==> src/rtl/famicom_pad_responder.sv <==
// rtl/famicom_pad_responder.sv - Famicom/NES serial pad emulation with ASCII keyboard injection.
// Latch/pulse strobes are resynchronised into clk_sys; one byte per latch is shifted out MSB first, active low.
module famicom_pad_responder #(
    parameter int HOLD_LATCHES = 3
) (
    input  logic        clk_sys,
    input  logic        reset_n,
    input  logic [7:0]  joy,
    input  logic [10:0] ps2_key,
    input  logic        famicom_latch,
    input  logic        famicom_pulse,
    output logic        famicom_data,
    output logic [7:0]  snapshot
);

    localparam logic [3:0] HOLD_CNT = 4'(HOLD_LATCHES);

    typedef enum logic [1:0] {
        ST_IDLE  = 2'd0,
        ST_SHIFT = 2'd1,
        ST_DONE  = 2'd2
    } state_t;

    // [0],[1] form the synchroniser; [2] is the previous synchronised level for edge detection
    logic [2:0] lat_sync_q;
    logic [2:0] pul_sync_q;
    logic       lat_re;
    logic       pul_re;
    logic       lat_level;

    logic       kb_primed_q, kb_primed_d;
    logic       kb_tog_q,    kb_tog_d;
    logic [7:0] kb_byte_q,   kb_byte_d;
    logic [3:0] kb_cnt_q,    kb_cnt_d;
    logic       key_event;
    logic [8:0] key_map;

    state_t     state_q,   state_d;
    logic [7:0] sh_q,      sh_d;
    logic [3:0] bit_cnt_q, bit_cnt_d;
    logic       data_q,    data_d;
    logic [7:0] snap_q,    snap_d;
    logic [7:0] snap_sel;

    // Returns {mapped, ascii} for a set-2 make code
    function automatic logic [8:0] map_scancode(input logic [7:0] sc);
        logic [8:0] r;
        r = 9'h000;
        case (sc)
            8'h1C: r = {1'b1, 8'h61}; // a
            8'h32: r = {1'b1, 8'h62};
            8'h21: r = {1'b1, 8'h63};
            8'h23: r = {1'b1, 8'h64};
            8'h24: r = {1'b1, 8'h65};
            8'h2B: r = {1'b1, 8'h66};
            8'h34: r = {1'b1, 8'h67};
            8'h33: r = {1'b1, 8'h68};
            8'h43: r = {1'b1, 8'h69};
            8'h3B: r = {1'b1, 8'h6A};
            8'h42: r = {1'b1, 8'h6B};
            8'h4B: r = {1'b1, 8'h6C};
            8'h3A: r = {1'b1, 8'h6D};
            8'h31: r = {1'b1, 8'h6E};
            8'h44: r = {1'b1, 8'h6F};
            8'h4D: r = {1'b1, 8'h70};
            8'h15: r = {1'b1, 8'h71};
            8'h2D: r = {1'b1, 8'h72};
            8'h1B: r = {1'b1, 8'h73};
            8'h2C: r = {1'b1, 8'h74};
            8'h3C: r = {1'b1, 8'h75};
            8'h2A: r = {1'b1, 8'h76};
            8'h1D: r = {1'b1, 8'h77};
            8'h22: r = {1'b1, 8'h78};
            8'h35: r = {1'b1, 8'h79};
            8'h1A: r = {1'b1, 8'h7A}; // z
            8'h45: r = {1'b1, 8'h30}; // 0
            8'h16: r = {1'b1, 8'h31};
            8'h1E: r = {1'b1, 8'h32};
            8'h26: r = {1'b1, 8'h33};
            8'h25: r = {1'b1, 8'h34};
            8'h2E: r = {1'b1, 8'h35};
            8'h36: r = {1'b1, 8'h36};
            8'h3D: r = {1'b1, 8'h37};
            8'h3E: r = {1'b1, 8'h38};
            8'h46: r = {1'b1, 8'h39}; // 9
            8'h29: r = {1'b1, 8'h20}; // space
            8'h5A: r = {1'b1, 8'h0A}; // enter
            8'h66: r = {1'b1, 8'h7F}; // backspace
            8'h76: r = {1'b1, 8'h1B}; // esc
            default: r = 9'h000;
        endcase
        return r;
    endfunction

    always_ff @(posedge clk_sys or negedge reset_n) begin
        if (!reset_n) begin
            lat_sync_q <= 3'b000;
            pul_sync_q <= 3'b000;
        end else begin
            lat_sync_q <= {lat_sync_q[1:0], famicom_latch};
            pul_sync_q <= {pul_sync_q[1:0], famicom_pulse};
        end
    end

    assign lat_level = lat_sync_q[1];
    assign lat_re    = lat_sync_q[1] & ~lat_sync_q[2];
    assign pul_re    = pul_sync_q[1] & ~pul_sync_q[2];

    // The first cycle out of reset only primes the toggle copy, so a stale toggle level is not a key
    assign key_event = kb_primed_q & (ps2_key[10] != kb_tog_q);
    assign key_map   = map_scancode(ps2_key[7:0]);

    always_comb begin
        kb_primed_d = 1'b1;
        kb_tog_d    = ps2_key[10];
        kb_byte_d   = kb_byte_q;
        kb_cnt_d    = kb_cnt_q;
        if (lat_re && (kb_cnt_q != 4'd0)) begin
            kb_cnt_d = kb_cnt_q - 4'd1;
        end
        // A new key overrides the decrement; the current latch already used the old state
        if (key_event && ps2_key[9] && !ps2_key[8] && key_map[8]) begin
            kb_byte_d = key_map[7:0];
            kb_cnt_d  = HOLD_CNT;
        end
    end

    always_ff @(posedge clk_sys or negedge reset_n) begin
        if (!reset_n) begin
            kb_primed_q <= 1'b0;
            kb_tog_q    <= 1'b0;
            kb_byte_q   <= 8'hFF;
            kb_cnt_q    <= 4'd0;
        end else begin
            kb_primed_q <= kb_primed_d;
            kb_tog_q    <= kb_tog_d;
            kb_byte_q   <= kb_byte_d;
            kb_cnt_q    <= kb_cnt_d;
        end
    end

    assign snap_sel = (kb_cnt_q != 4'd0) ? kb_byte_q : ~joy;

    always_comb begin
        state_d   = state_q;
        sh_d      = sh_q;
        bit_cnt_d = bit_cnt_q;
        data_d    = data_q;
        snap_d    = snap_q;
        if (lat_re) begin
            snap_d    = snap_sel;
            sh_d      = snap_sel;
            bit_cnt_d = 4'd0;
            data_d    = snap_sel[7];
            state_d   = ST_SHIFT;
        end else begin
            case (state_q)
                ST_SHIFT: begin
                    if (pul_re && !lat_level) begin
                        sh_d      = {sh_q[6:0], 1'b1};
                        bit_cnt_d = bit_cnt_q + 4'd1;
                        data_d    = sh_q[6];
                        if (bit_cnt_q == 4'd7) begin
                            state_d = ST_DONE;
                        end
                    end
                end
                ST_DONE: begin
                    data_d = 1'b1;
                end
                default: begin
                    state_d = state_q;
                end
            endcase
        end
    end

    always_ff @(posedge clk_sys or negedge reset_n) begin
        if (!reset_n) begin
            state_q   <= ST_IDLE;
            sh_q      <= 8'hFF;
            bit_cnt_q <= 4'd0;
            data_q    <= 1'b1;
            snap_q    <= 8'hFF;
        end else begin
            state_q   <= state_d;
            sh_q      <= sh_d;
            bit_cnt_q <= bit_cnt_d;
            data_q    <= data_d;
            snap_q    <= snap_d;
        end
    end

    assign famicom_data = data_q;
    assign snapshot     = snap_q;

endmodule

==> config.mk <==
export PLATFORM = sky130hd
export DESIGN_NAME = famicom_pad_responder
export DESIGN_NICKNAME = d
export VERILOG_FILES = /design/src/rtl/famicom_pad_responder.sv
export SDC_FILE = /design/constraint.sdc
export NUM_CORES = 1
export LEC_CHECK = 0
export CORE_AREA = 5 5 79 81
export CTS_BUF_LIST = sky130_fd_sc_hd__clkbuf_4 sky130_fd_sc_hd__clkbuf_8 sky130_fd_sc_hd__clkbuf_16
export DETAILED_ROUTE_END_ITERATION = 10
export DIE_AREA = 0 0 84 86
export GPL_TIMING_DRIVEN = 1
export PLACE_DENSITY = 0.71
export SYNTH_ARGS = -nofsm -noshare
export SYNTH_HDL_FRONTEND = slang
export SYNTH_SLANG_ARGS = --single-unit
export TNS_END_PERCENT = 10
==> constraint.sdc <==
create_clock -name clk_sys -period 2 [get_ports clk_sys]
set_input_delay 0.4 -clock clk_sys [delete_from_list [all_inputs] [get_ports clk_sys]]
set_output_delay 0.4 -clock clk_sys [all_outputs]
set_load 0.1 [all_outputs]
==> results of run 1 <==
-- registers in the layout, summed over array words and instances, names as in the netlist --
name	cells
kb_byte_q	8
snapshot	8
sh_q	7
bit_cnt_q	4
kb_cnt_q	4
lat_sync_q	3
pul_sync_q	3
state_q	2
famicom_data	1
kb_primed_q	1
kb_tog_q	1
-- kinds of logic after synthesis --
kind of cell / after synthesis
compound gates: 81
flops: 42
buf+inv: 33
xor+xnor: 5
fa+ha+maj: 10
other cells: 1
mux: 19
simple gates: 99
-- metrics by stage --
step | cell area [um^2] | utilization [%]
after floorplan | 2673 | -
after global placement | 3503 | 64.81
final | 3667 | 67.85
after detailed placement | 3503 | 64.81
after global routing | 3667 | 67.85
after CTS | 3664 | 67.78
-- cells in the final DEF (no fill, tap or decap), types with 3 or more instances in the layout --
cell             synthesis  final
xor2_1                   3      3
dfstp_2                 24     24
buf_12                   0     12
buf_2                    8      3
mux2i_1                 12     12
nor3_1                   3      3
ha_1                    10      8
buf_4                    1     53
a211oi_1                10      9
o21ai_0                 13     13
nand2b_1                 9      8
mux2_4                   5      5
o211ai_1                 4      4
clkbuf_8                 0      5
nand4_1                  3      3
a211o_1                  6      5
clkdlybuf4s50_1          0     16
a21oi_1                 17     17
nand3_1                  3      3
dfrtp_1                 18     18
nand2_1                 23     23
inv_1                   11     10
a21boi_0                 4      4
nor2_1                  39     39
nor2b_1                  7      7
a31oi_1                  5      5
-- Yosys cell counts, types with 2 or more instances --
cell | n | area, um^2
xor2_1 | 3 | 26.28
o211ai_1 | 4 | 30.03
o21a_1 | 2 | 15.01
a311oi_1 | 2 | 17.52
nor2_1 | 39 | 146.4
o21ai_0 | 13 | 65.06
and2_1 | 2 | 12.51
dfstp_2 | 24 | 630.6
a21boi_0 | 4 | 30.03
a211oi_1 | 10 | 75.07
clkbuf_1 | 12 | 45.04
dfrtp_1 | 18 | 450.4
xnor2_1 | 2 | 17.52
mux2i_1 | 12 | 120.1
nand3_1 | 3 | 15.01
inv_1 | 11 | 41.29
ha_1 | 10 | 125.1
nor3_1 | 3 | 15.01
nand2b_1 | 9 | 56.30
mux2_4 | 5 | 75.07
buf_2 | 8 | 40.04
nor3b_1 | 2 | 15.01
a211o_1 | 6 | 52.55
a311o_1 | 2 | 20.02
nor2b_1 | 7 | 43.79
nand2_1 | 23 | 86.33
nand3b_1 | 2 | 15.01
nand4_1 | 3 | 18.77
o211a_1 | 2 | 20.02
a31oi_1 | 5 | 31.28
a21oi_1 | 17 | 85.08
o22ai_1 | 2 | 12.51
mux2_2 | 2 | 22.52
nor4_1 | 4 | 25.02
-- report_power, final --
| part | internal, W | switching, W | leakage [nW] |
|---|---|---|---|
| logic | 0.000513 | 0.000729 | 1.09 |
| clock network | 0.000260 | 0.000277 | 0.0486 |
| registers | 0.00110 | 0.000120 | 0.471 |
| total | 0.00187 | 0.00113 | 1.60 |
-- worst max-delay path: stages --
cell and delay (ns):
buf_2 0.13, buf_4 0.13, ha_1 0.20, and2_4 0.17, nor4_4 0.21, o41ai_2 0.11
a211o_2 0.36, buf_12 0.15, mux2_4 0.29
-- what timing repair did --
item                       in CTS  in global routing
hold buffers                    0                  0
setup buffers                   1                  0
gates resized for setup        17                  7
pin swaps                       4                  1
setup endpoints to repair      12                 10
gates cloned                    1                  0
hold endpoints to repair        0                  0
-- how the worst max path moves through the flow --
| stage | from | to |
|---|---|---|
| detailed placement | ps2_key[1] | kb_byte_q[5]$_DFFE_PN1P_ |
| global placement | ps2_key[1] | kb_byte_q[6]$_DFFE_PN1P_ |
| global route | ps2_key[0] | kb_byte_q[4]$_DFFE_PN1P_ |
| CTS | ps2_key[1] | kb_byte_q[4]$_DFFE_PN1P_ |
| floorplan | ps2_key[1] | kb_byte_q[0]$_DFFE_PN1P_ |
| finish | ps2_key[0] | kb_byte_q[4]$_DFFE_PN1P_ |
-- layout make-up --
class                      count  area (um^2)  area share [%]
sequential                    42         1081           29.48
timing repair buffer          89        874.6           23.85
multi-input combinational    215         1488           40.57
inverter                      11        43.79           1.194
tap                           72        90.09           2.456
clock buffer                   6        76.32           2.081
clock inverter                 2        13.76          0.3753
-- routing by layer --
metal	GRT usage, %	up-vias
met5	0	-
met4	9.211	0
met3	3.458	16
met2	34.78	64
met1	22.76	1136
li1	-	1183
==> flow_summary.ini, run 1 <==
[drt]
vias = 2399
wl_met3_um = 291
first_pass_iters = 4
wl_met1_um = 2926
ant_nets = 0
route.detailed.drc = 0
drt_iter0_markers = 102
wl_met2_um = 3435
wl_um = 6867
wl_per_cell_um = 15.71
viasPerCell = 5.490
highest_layer = met4

[critical_path]
required_ns = 2.21
r2r-end = state_q[0]$_DFFE_PN0P_
reg2reg_slack_ns = 0.34
r2r-start = lat_sync_q[1]$_DFF_PN0_
worstSetupEndpointType = flip-flop
worstSetupPathType = input port to flip-flop
start_kind = input port
r2r_cells = 4
crit_fanout = 6
crit_arrival_ns = 2.15

[timing]
period_needed_ns = 1.937
timing.final.crit_share_pct = 96.87
skew_ns = 0.01091
rsz0062_at_grt = false
fin_tns_setup_ns = 0
hold_ws_ns = 0.01828
tightest_slew_ns = 0.5361
hold_violations = 0
maxSlewViolCount = 0
setup_viol = 0
fin_ws_ns = 0.06263
max_freq_mhz = 516.2
relSlewSlack_pct = 64.26

[die]
fp.dieArea_mm2 = 0.007224
initial_core_util_pct = 48.80
ios = 32
fp.dieW_um = 84
core_mm2 = 0.005405
die_y_um = 86
row_count = 27

[logic_synthesis]
yosysWarnings = 0
synth_top_family_by_area = compound AO/OA/AOI/OAI gates
avgSynthCellArea_um2 = 9.095
synth_xor_area_share_pct = 1.660
ys_types = 51
synthAdderAreaFrac_pct = 4.744
ys_seq_area_share_pct = 40.99
syn_inst = 290
synthSimpleGateAreaFrac_pct = 17.65
synthArstFlopShare_pct = 100.0
syn-cell-area_mm2 = 0.002638
synth_seq_cells = 42
syn-num-nets = 323
synth_compound_area_share_pct = 21.06
yosys_most_used_dff = dfstp_2
synth_edf_count = 0
synthMuxAreaShare_pct = 8.254

[global_routing]
grt_pass1_wl_um = 11360
overflow = 0
grt_pass1_vias = 2344
antenna_found_initial = 0
grt_usage_pct = 19.51
grt_max_degree = 19

[layout]
layout-drive-gt1-share_pct = 33.42
syn2layout_area_growth_pct = 39.04
finalNetCount = 397
fillCellCount = 444
diodes = 0
layout.cells.non_filler = 437

[hold_path]
hp-class = input port to async pin

[cts]
cts_made_buffers = 5
clock_path_buffers = 2
clk_pin_slew_ns = 0.08
clkLatencyLatePin_ns = 0.29
cts_tree = yes
cts-htree-levels = 2
clock-sinks = 42
cts-root-buf = clkbuf_8

[placement]
dp_slack_ns = -0.6057
place_hpwl_um = 5358
dp.cells = 427
gp_congestion = 0.9478
portBuffers = 31

[run_status]
status = finished clean

[run]
drv_cap = 0

[power]
power_w = 0.003000
ir_drop_uv = 628.9
power.leakage_nw = 1.605
power.density_mw_per_mm2 = 818.0
Power figures use the tool's default switching activity.
==> run 2, diff against run 1 <==
- SLEW_MARGIN: not set -> 20
==> results of run 2 <==
The final DEF is identical to that of run 1; final timing and power are the same.
==> run 3, diff against run 2 <==
- SETUP_SLACK_MARGIN: not set -> 0.15
==> run 3 against run 2 <==
Against the previous run: flip-flop and latch count is the same; clock skew is essentially flat; critical path depth is the same; core utilization grew 2.8 points; combinational power is essentially flat; clock-buffer cell count shrank 1; die area is the same; global-route usage grew 0.86 points; cell count grew 0.69%; first-iteration DRC count grew 27%; register-to-register slack gained 0.06 ns; wire length grew 1.7%.
==> flow_summary.ini, run 3 (synthesis gave the netlist of run 1 again) <==
[hold_path]
hp-class = input port to async pin

[timing]
max_freq_mhz = 551.6
hold_violations = 0
period_needed_ns = 1.813
timing.final.crit_share_pct = 90.65
tightest_slew_ns = 0.5434
skew_ns = 0.01048
fin_ws_ns = 0.1870
maxSlewViolCount = 0
relSlewSlack_pct = 63.77
setup_viol = 0
rsz0062_at_grt = true
fin_tns_setup_ns = 0

[critical_path]
r2r_cells = 6
critPathSlowestCell = o41ai_2
r2r-start = kb_cnt_q[0]$_DFFE_PN0P_
required_ns = 2.22
worst_path_largest_cell_delay_ns = 0.35
reg2reg_slack_ns = 0.40
crit_path_cell_trace = buf_4 > clkinvlp_4 > ha_4 > nand2b_4 > nor2_2 > o41ai_2 > a211o_4 > buf_12 > mux2_2
crit_arrival_ns = 2.03
crit_fanout = 5
worstSetupEndpointType = flip-flop
worstSetupPathType = input port to flip-flop
start_kind = input port
r2r-end = snapshot[3]$_DFFE_PN1P_

[drt]
vias = 2485
wl_um = 6984
viasPerCell = 5.648
route.detailed.drc = 0
drt_iter0_markers = 130
ant_nets = 0
wl_per_cell_um = 15.87
first_pass_iters = 4

[placement]
dp_slack_ns = -0.5906
place_hpwl_um = 5211
portBuffers = 31
gp_congestion = 0.9839

[global_routing]
grt_usage_pct = 20.37
overflow = 0
grt_pass1_vias = 2470
antenna_found_initial = 0
grt_pass1_wl_um = 11980
grt_max_degree = 43

[cts]
clkLatencyLatePin_ns = 0.29
clk_pin_slew_ns = 0.09
cts_made_buffers = 5
cts_tree = yes
postCtsHoldBufs = 0
cts-htree-levels = 2
clock_path_buffers = 2
clock-sinks = 42
cts-root-buf = clkbuf_8

[power]
ir_drop_uv = 799.5
switchingPower_w = 0.001163
p_sw_share_pct = 36.75
p_seq_share_pct = 38.7
power.density_mw_per_mm2 = 829.1
p_int_w = 0.002002
power.share.clock_pct = 21.3
power_w = 0.003165
power_frac_comb_pct = 40.0
power.leakage_nw = 1.662

[die]
fp.dieW_um = 84
ios = 32
die_y_um = 86
initial_core_util_pct = 48.80
row_count = 27
core_mm2 = 0.005405
fp.dieArea_mm2 = 0.007224

[run]
drv_cap = 0

[layout]
syn2layout_area_growth_pct = 44.73
finalNetCount = 400
layout-drive-gt1-share_pct = 38.04
layout_common_cells = 52 x buf_4, 38 x nor2_1, 24 x dfstp_2
layout.cells.most_common = buf_4
final_core_utilization_pct = 70.63
diodes = 0

[run_status]
status = finished clean
==> run 3: layer usage <==
metal  global-route usage, %  vias up  part of all wire [%]  routed length, um
met3                   3.746       18                   4.7                329
met2                   34.27       81                    49               3437
met5                       0        -                     0                  0
met1                   26.15     1192                    43               3030
met4                   7.749        0                   2.7                187
li1                        -     1194                     -                  -
==> run 3: worst max path at each step <==
stage	start	end	slack (ns)
after floorplan	ps2_key[0]	kb_byte_q[0]$_DFFE_PN1P_	0.10
after global placement	ps2_key[1]	kb_byte_q[5]$_DFFE_PN1P_	-0.54
after detailed placement	ps2_key[0]	kb_cnt_q[3]$_DFFE_PN0P_	-0.59
after CTS	ps2_key[1]	kb_cnt_q[3]$_DFFE_PN0P_	0.15
after global routing	ps2_key[0]	kb_byte_q[5]$_DFFE_PN1P_	0.13
final	ps2_key[0]	kb_byte_q[5]$_DFFE_PN1P_	0.19
==> run 3: area by class of cell <==
type | instances | area [um^2]
Multi-Input combinational cell | 215 | 1569
Timing Repair Buffer | 92 | 917.1
Clock buffer | 5 | 68.82
Inverter | 11 | 47.55
Fill cell | 404 | 1588
Tap cell | 72 | 90.09
Clock inverter | 3 | 43.79
Sequential cell | 42 | 1081
==> run 3: timing repair <==
| action | CTS | global route |
|---|---|---|
| gates resized for setup | 35 | 13 |
| pin swaps | 5 | 9 |
| cloned | 2 | 1 |
| setup buffers | 3 | 1 |
| endpoints found under the setup margin | 12 | 10 |
==> run 3: power by group through the flow <==
| stage | Combinational, W | Clock (W) | Sequential [W] |
|---|---|---|---|
| 3_5_place_dp | 0.00123 | 0 | 0.00124 |
| 4_1_cts | 0.00125 | 0.000686 | 0.00123 |
| 5_1_grt | 0.00135 | 0.000728 | 0.00125 |
| 6_report | 0.00127 | 0.000675 | 0.00122 |
| 2_1_floorplan | 0.000463 | 0 | 0.00153 |
| 3_3_place_gp | 0.00121 | 0 | 0.00123 |
==> run 3: worst max-delay path: cells and delay by family <==
family	cells	cell delay [ns]
multiplexers	1	0.32
AO/OA/AOI/OAI	2	0.58
AND/OR/NAND/NOR	2	0.12
buffers and inverters	3	0.39
adder cells (fa/ha/maj)	1	0.22
==> run 3: per-stage QoR <==
stage	hold WS, ns	cell area, um^2	cells
floorplan	0.1044	2716	290
global placement	0.3354	3522	425
detailed placement	0.3433	3522	425
CTS	0.1623	3767	438
global route	0.1949	3817	440
finish	0.1569	3817	440
